`src/rtl/mult_div_unit.sv`:
```
// mult_div_unit: iterative MIPS HI/LO multiply/divide unit.
// Shift-add multiply and restoring divide, one bit per cycle, WIDTH+1 edges
// from acceptance to the done pulse. MTHI/MTLO writes are taken only while idle.
// Optional macro SIGNED_OPS_EN: when defined, MULT/DIV (op[0]=1) are signed;
// otherwise op[0] is ignored and every operation is unsigned.
module mult_div_unit #(
    parameter int WIDTH = 32
) (
    input  logic             clk,
    input  logic             rst_n,
    input  logic             start,
    input  logic [1:0]       op,
    input  logic [WIDTH-1:0] rs_data,
    input  logic [WIDTH-1:0] rt_data,
    input  logic             hi_we,
    input  logic             lo_we,
    input  logic [WIDTH-1:0] wdata,
    output logic [WIDTH-1:0] hi,
    output logic [WIDTH-1:0] lo,
    output logic             busy,
    output logic             done
);

    localparam int CW = $clog2(WIDTH);

    typedef enum logic [1:0] {
        IDLE,
        RUN,
        FINISH
    } state_t;

    state_t             state;
    logic [CW-1:0]      cnt;
    logic [2*WIDTH-1:0] acc;       // mul: {partial product, multiplier}; div: {remainder, dividend/quotient}
    logic [WIDTH-1:0]   opnd;      // mul: multiplicand; div: divisor
    logic               is_div;
    logic               div_zero;

    logic [WIDTH-1:0]   mag_a;
    logic [WIDTH-1:0]   mag_b;

    logic [WIDTH:0]     mul_sum;
    logic [WIDTH:0]     div_shift;
    logic               div_ge;
    logic [WIDTH-1:0]   div_diff;
    logic [2*WIDTH-1:0] acc_next;

    logic [WIDTH-1:0]   res_hi;
    logic [WIDTH-1:0]   res_lo;

`ifdef SIGNED_OPS_EN
    logic               sign_a;
    logic               sign_b;

    // Operand magnitudes for signed ops, raw values otherwise
    always_comb begin
        mag_a = rs_data;
        mag_b = rt_data;
        if (op[0] && rs_data[WIDTH-1]) mag_a = -rs_data;
        if (op[0] && rt_data[WIDTH-1]) mag_b = -rt_data;
    end
`else
    logic               unused_op_bit;
    assign unused_op_bit = op[0];

    // Unsigned-only build: operands are used as given
    always_comb begin
        mag_a = rs_data;
        mag_b = rt_data;
    end
`endif

    // One shift-add or restoring-divide iteration on the accumulator
    always_comb begin
        mul_sum   = {1'b0, acc[2*WIDTH-1:WIDTH]} + (acc[0] ? {1'b0, opnd} : '0);
        div_shift = {acc[2*WIDTH-1:WIDTH], acc[WIDTH-1]};
        div_ge    = (div_shift >= {1'b0, opnd});
        // Modular subtract is exact here: a kept remainder is always below the divisor
        div_diff  = div_shift[WIDTH-1:0] - opnd;
        if (is_div) begin
            if (div_ge) acc_next = {div_diff, acc[WIDTH-2:0], 1'b1};
            else        acc_next = {div_shift[WIDTH-1:0], acc[WIDTH-2:0], 1'b0};
        end else begin
            acc_next = {mul_sum, acc[WIDTH-1:1]};
        end
    end

    // Final HI/LO values, including sign fixup and divide-by-zero result
    always_comb begin
        res_hi = acc[2*WIDTH-1:WIDTH];
        res_lo = acc[WIDTH-1:0];
`ifdef SIGNED_OPS_EN
        if (!is_div) begin
            if (sign_a ^ sign_b) {res_hi, res_lo} = -acc;
        end else begin
            if (sign_a ^ sign_b) res_lo = -acc[WIDTH-1:0];
            // Remainder follows the dividend; with a zero divisor this restores rs_data
            if (sign_a)          res_hi = -acc[2*WIDTH-1:WIDTH];
        end
`endif
        if (is_div && div_zero) res_lo = '1;
    end

    // Control FSM with registered HI/LO, busy and done
    always_ff @(posedge clk or negedge rst_n) begin
        if (!rst_n) begin
            state    <= IDLE;
            cnt      <= '0;
            acc      <= '0;
            opnd     <= '0;
            is_div   <= 1'b0;
            div_zero <= 1'b0;
`ifdef SIGNED_OPS_EN
            sign_a   <= 1'b0;
            sign_b   <= 1'b0;
`endif
            hi       <= '0;
            lo       <= '0;
            busy     <= 1'b0;
            done     <= 1'b0;
        end else begin
            done <= 1'b0;
            case (state)
                IDLE: begin
                    if (start) begin
                        is_div   <= op[1];
                        div_zero <= (rt_data == '0);
`ifdef SIGNED_OPS_EN
                        sign_a   <= op[0] & rs_data[WIDTH-1];
                        sign_b   <= op[0] & rt_data[WIDTH-1];
`endif
                        opnd     <= op[1] ? mag_b : mag_a;
                        acc      <= {{WIDTH{1'b0}}, (op[1] ? mag_a : mag_b)};
                        cnt      <= '0;
                        busy     <= 1'b1;
                        state    <= RUN;
                    end else begin
                        if (hi_we) hi <= wdata;
                        if (lo_we) lo <= wdata;
                    end
                end
                RUN: begin
                    acc <= acc_next;
                    cnt <= cnt + 1'b1;
                    if (cnt == CW'(WIDTH - 1)) state <= FINISH;
                end
                FINISH: begin
                    hi    <= res_hi;
                    lo    <= res_lo;
                    done  <= 1'b1;
                    busy  <= 1'b0;
                    cnt   <= '0;
                    state <= IDLE;
                end
                default: state <= IDLE;
            endcase
        end
    end

endmodule

```
`config.mk`:
```
export PLATFORM = sky130hd
export DESIGN_NAME = mult_div_unit
export DESIGN_NICKNAME = d
export VERILOG_FILES = /design/src/rtl/mult_div_unit.sv
export SDC_FILE = /design/constraint.sdc
export NUM_CORES = 1
export LEC_CHECK = 0
export CORE_ASPECT_RATIO = 0.9
export CORE_MARGIN = 10
export CORE_UTILIZATION = 40
export CTS_CLUSTER_DIAMETER = 40
export DETAILED_ROUTE_END_ITERATION = 10
export GPL_ROUTABILITY_DRIVEN = 0
export SLEW_MARGIN = 10
export SYNTH_ARGS = -nofsm -noshare
export SYNTH_HDL_FRONTEND = slang
export SYNTH_SLANG_ARGS = --single-unit
export TNS_END_PERCENT = 5
```
`constraint.sdc`:
```
create_clock -name clk -period 2.9 [get_ports clk]
set_input_delay 0.58 -clock clk [delete_from_list [all_inputs] [get_ports clk]]
set_output_delay 0.58 -clock clk [all_outputs]
set_load 0.01 [all_outputs]
```
==> flow_metrics.tcl <==
set metrics [dict create \
    status "finished with violations" \
    violations "negative setup slack" \
    layout_commonest_cell "nand2_1" \
    yosys_most_used_dff "dfrtp_1" \
    row_count 61 \
    drtIter0Drc 834 \
    syn2layout_area_growth_pct 32.25 \
    track_usage_pct 22.34 \
    cp_data_required_time_ns 3.20 \
    drv_cap 0 \
    synth_edf_count 0 \
    setup_violations 8 \
    cp_common_cell "buf_4" \
    fmax_mhz 334.0 \
    multi_input_area_sq_mm 0.007845 \
    max_stage_delay_ns 0.38 \
    dr_wl_met3_microns 3017 \
    cp_top_family "compound AO/OA/AOI/OAI gates" \
    hold_buffers 0 \
    initial_utilization_pct 40.55 \
    firstDrtPassIters 5 \
    root_buffer "clkbuf_16" \
    peakVddDrop_v 0.0006096 \
    finalHoldViolCount 0 \
    startpoint_type "register" \
    crit_type "reg -> reg" \
    seqCellArea_sq_mm 0.004283 \
    maxSlewViolCount 0 \
    p_leak_nw 7.337 \
    maxSlewHeadroom_pct 51.49 \
    crit_path_end_kind "register" \
    fin_total_pwr_w 0.02257 \
    coreArea_sq_mm 0.03091 \
    port_buffers 167 \
    power_density_mw_per_mm2 1361 \
    layout_common_cells "nand2_1 (184), o21ai_0 (171), dfrtp_1 (168)" \
    grt_overflow 0 \
    clkSlewWorstSetupHoldPaths_ns 0.07 \
    met2_length_microns 21230 \
    antenna_cells 0 \
    drive_gt1_share_pct 15.80 \
    die_h_microns 187.9 \
    fill_cells 2956 \
    syn_inst 1440 \
    grt_antenna_before_repair 1 \
    crit_fanout 3 \
    ys_ff_latch 171 \
    worstPathArrival_ns 3.29 \
    crit_buf_inv 3 \
    worst-path-stages 15 \
    ant_nets 0 \
    min_period_ns 2.994 \
    finalNetCount 1879 \
    yosysWarnings 0 \
    clockBufferDepth 2 \
    wl_per_cell_microns 20.77 \
    die_w_microns 206.6 \
    slowest_stage "dfrtp_1" \
    rsz0062_at_grt "true" \
    worst_pin_slew_ns 0.7210 \
    path_cells "and2_1 -> ha_2 -> inv_2 -> fa_2 -> nand2b_4 -> a21o_1 -> a211oi_2 -> buf_4 -> nor4_4 -> o31ai_4 -> a31oi_4 -> buf_4 -> xnor2_1 -> a22oi_1 -> o21ai_1" \
    num_vias 12210 \
    cts.sinks 171 \
    worst_hold_slack_ns 0.1216 \
    cts_tree "yes" \
    syn-num-nets 1611 \
    fin_crit_sh_pct 103.2 \
    routed_wl_microns 44230 \
    grt_pass1_vias 12240 \
    drc 0 \
    ys_async_sr_fraction_pct 100.0 \
    synth.cell_area_sq_mm 0.01254 \
    hpwlAfterDp_microns 34480 \
    grt_max_degree 67 \
    grt_pass1_wl_microns 68830 \
    worstRegToRegCells 15 \
    worst_slack_ns -0.09392 \
    wl_met1_microns 19050 \
    highest_layer "met4" \
    finClkSkew_ns 0.01228 \
    dieArea_sq_mm 0.03883 \
    min_path_type "in -> async" \
    via_per_inst 5.734 \
    numCtsBuffers 17 \
    synth.avg_cell_area_sq_um 8.705 \
    clock_latency_ns 0.45 \
    seq_area_frac_synth_pct 34.14 \
    htreeDepth 4 \
    boundaryPins 169 \
    post_synth_num_cell_types 77 \
]
## final timing paths
check                                     from              endpoint  slack (ns)
setup / recovery           opnd[0]$_DFFE_PN0P_   acc[59]$_DFFE_PN0P_       -0.09
hold / removal                           rst_n  opnd[29]$_DFFE_PN0P_        0.12
setup reg to reg           opnd[0]$_DFFE_PN0P_   acc[59]$_DFFE_PN0P_       -0.09
hold reg to reg             lo[24]$_DFFE_PN0P_    lo[24]$_DFFE_PN0P_        0.48
max in group asynchronous                rst_n    is_div$_DFFE_PN0P_        1.97
min in group clk            lo[24]$_DFFE_PN0P_    lo[24]$_DFFE_PN0P_        0.48
## worst reg2reg max path, delay by kind of cell, from the launching register on
family	cells	cell delay, ns
AO/OA/AOI/OAI	6	1.11
adder cells (fa/ha/maj)	2	0.52
flip-flops	1	0.38
AND/OR/NAND/NOR	3	0.36
buffers and inverters	3	0.36
XOR/XNOR	1	0.11
## cells in the mapped netlist (3+ instances only)
cell type,instances,area [sq um]
and3_1,15,93.84
and4_1,4,35.03
o21bai_1,10,75.07
nand2b_1,12,75.07
buf_2,12,60.06
a211oi_1,9,67.56
or3_1,6,37.54
nor4_1,14,87.58
o21ai_0,182,910.9
nand2_1,185,694.4
a41oi_1,5,43.79
nor3_1,13,65.06
o22ai_1,33,206.5
buf_1,10,37.54
o21a_1,12,90.09
clkbuf_1,66,247.7
nand3_1,18,90.09
xnor2_1,33,289.0
a21oi_1,68,340.3
a2111oi_0,3,26.28
a221oi_2,3,45.04
a31o_2,3,26.28
a31oi_1,13,81.33
o211ai_1,45,337.8
ha_1,66,825.8
dfrtp_1,171,4279
a22oi_1,14,105.1
a21o_1,33,247.7
nor2b_1,7,43.79
a211o_1,3,26.28
mux2i_1,144,1441
a22o_1,5,43.79
nor2_1,39,146.4
o21ai_1,3,15.01
nand4_1,16,100.1
o31ai_1,6,45.04
and2_1,39,244.0
xor2_1,19,166.4
inv_1,57,214.0
## registers in the layout (all words and copies together), names as in the netlist
register  cells
acc          64
busy          1
cnt           5
div_zero      1
done          1
hi           32
is_div        1
lo           32
opnd         32
state         2
## where the power goes
group	total [W]	internal (W)	leakage, nW	switching [W]
Sequential	0.00463	0.00356	2.06	0.00106
Combinational	0.0155	0.00734	4.98	0.00813
Clock	0.00248	0.00138	0.300	0.00109
Total	0.0226	0.0123	7.34	0.0103
## cells by family after synthesis
kind of cell | count (synthesis) | synth area share (%)
buffers and inverters | 150 | 4.851
muxes | 146 | 11.68
AOI/OAI and AO/OA | 474 | 24.24
xor gates and xnor gates | 52 | 3.633
DFF | 171 | 34.14
adders and majority gates | 68 | 6.907
and+or+nand+nor | 379 | 14.55
## layer usage
metal / up-vias / GRT usage [%]
li1: 5788 / -
met1: 5970 / 28.35
met2: 401 / 36.75
met3: 55 / 5.377
met4: 0 / 6.396
met5: - / 0
## area by class of cell
cell class                 instances  area share [%]
sequential                       171           25.83
clock buffer                      18           2.589
tap                              409           3.087
multi-input combinational       1119           47.32
inverter                          57           1.291
clock inverter                    14           1.102
timing repair buffer             342           18.78
## per-stage QoR
step / utilization, % / setup WS, ns / cell area, sq um / cells / setup TNS (ns)
floorplan: - / 0.02241 / 12540 / 1440 / 0
global placement: 50.91 / -0.1937 / 15740 / 2091 / -3.332
detailed placement: 50.91 / -0.2069 / 15740 / 2091 / -4.022
CTS: 53.19 / -0.1138 / 16440 / 2124 / -0.2477
global route: 53.63 / -0.3012 / 16580 / 2130 / -3.036
finish: 53.63 / -0.09392 / 16580 / 2130 / -0.3665
## repair_timing
action	4_1_cts	5_1_grt
setup buffers	1	6
setup endpoints to repair	32	32
pin swaps	16	11
resized for setup	22	25
No activity file was read; power rests on OpenSTA's default activity.
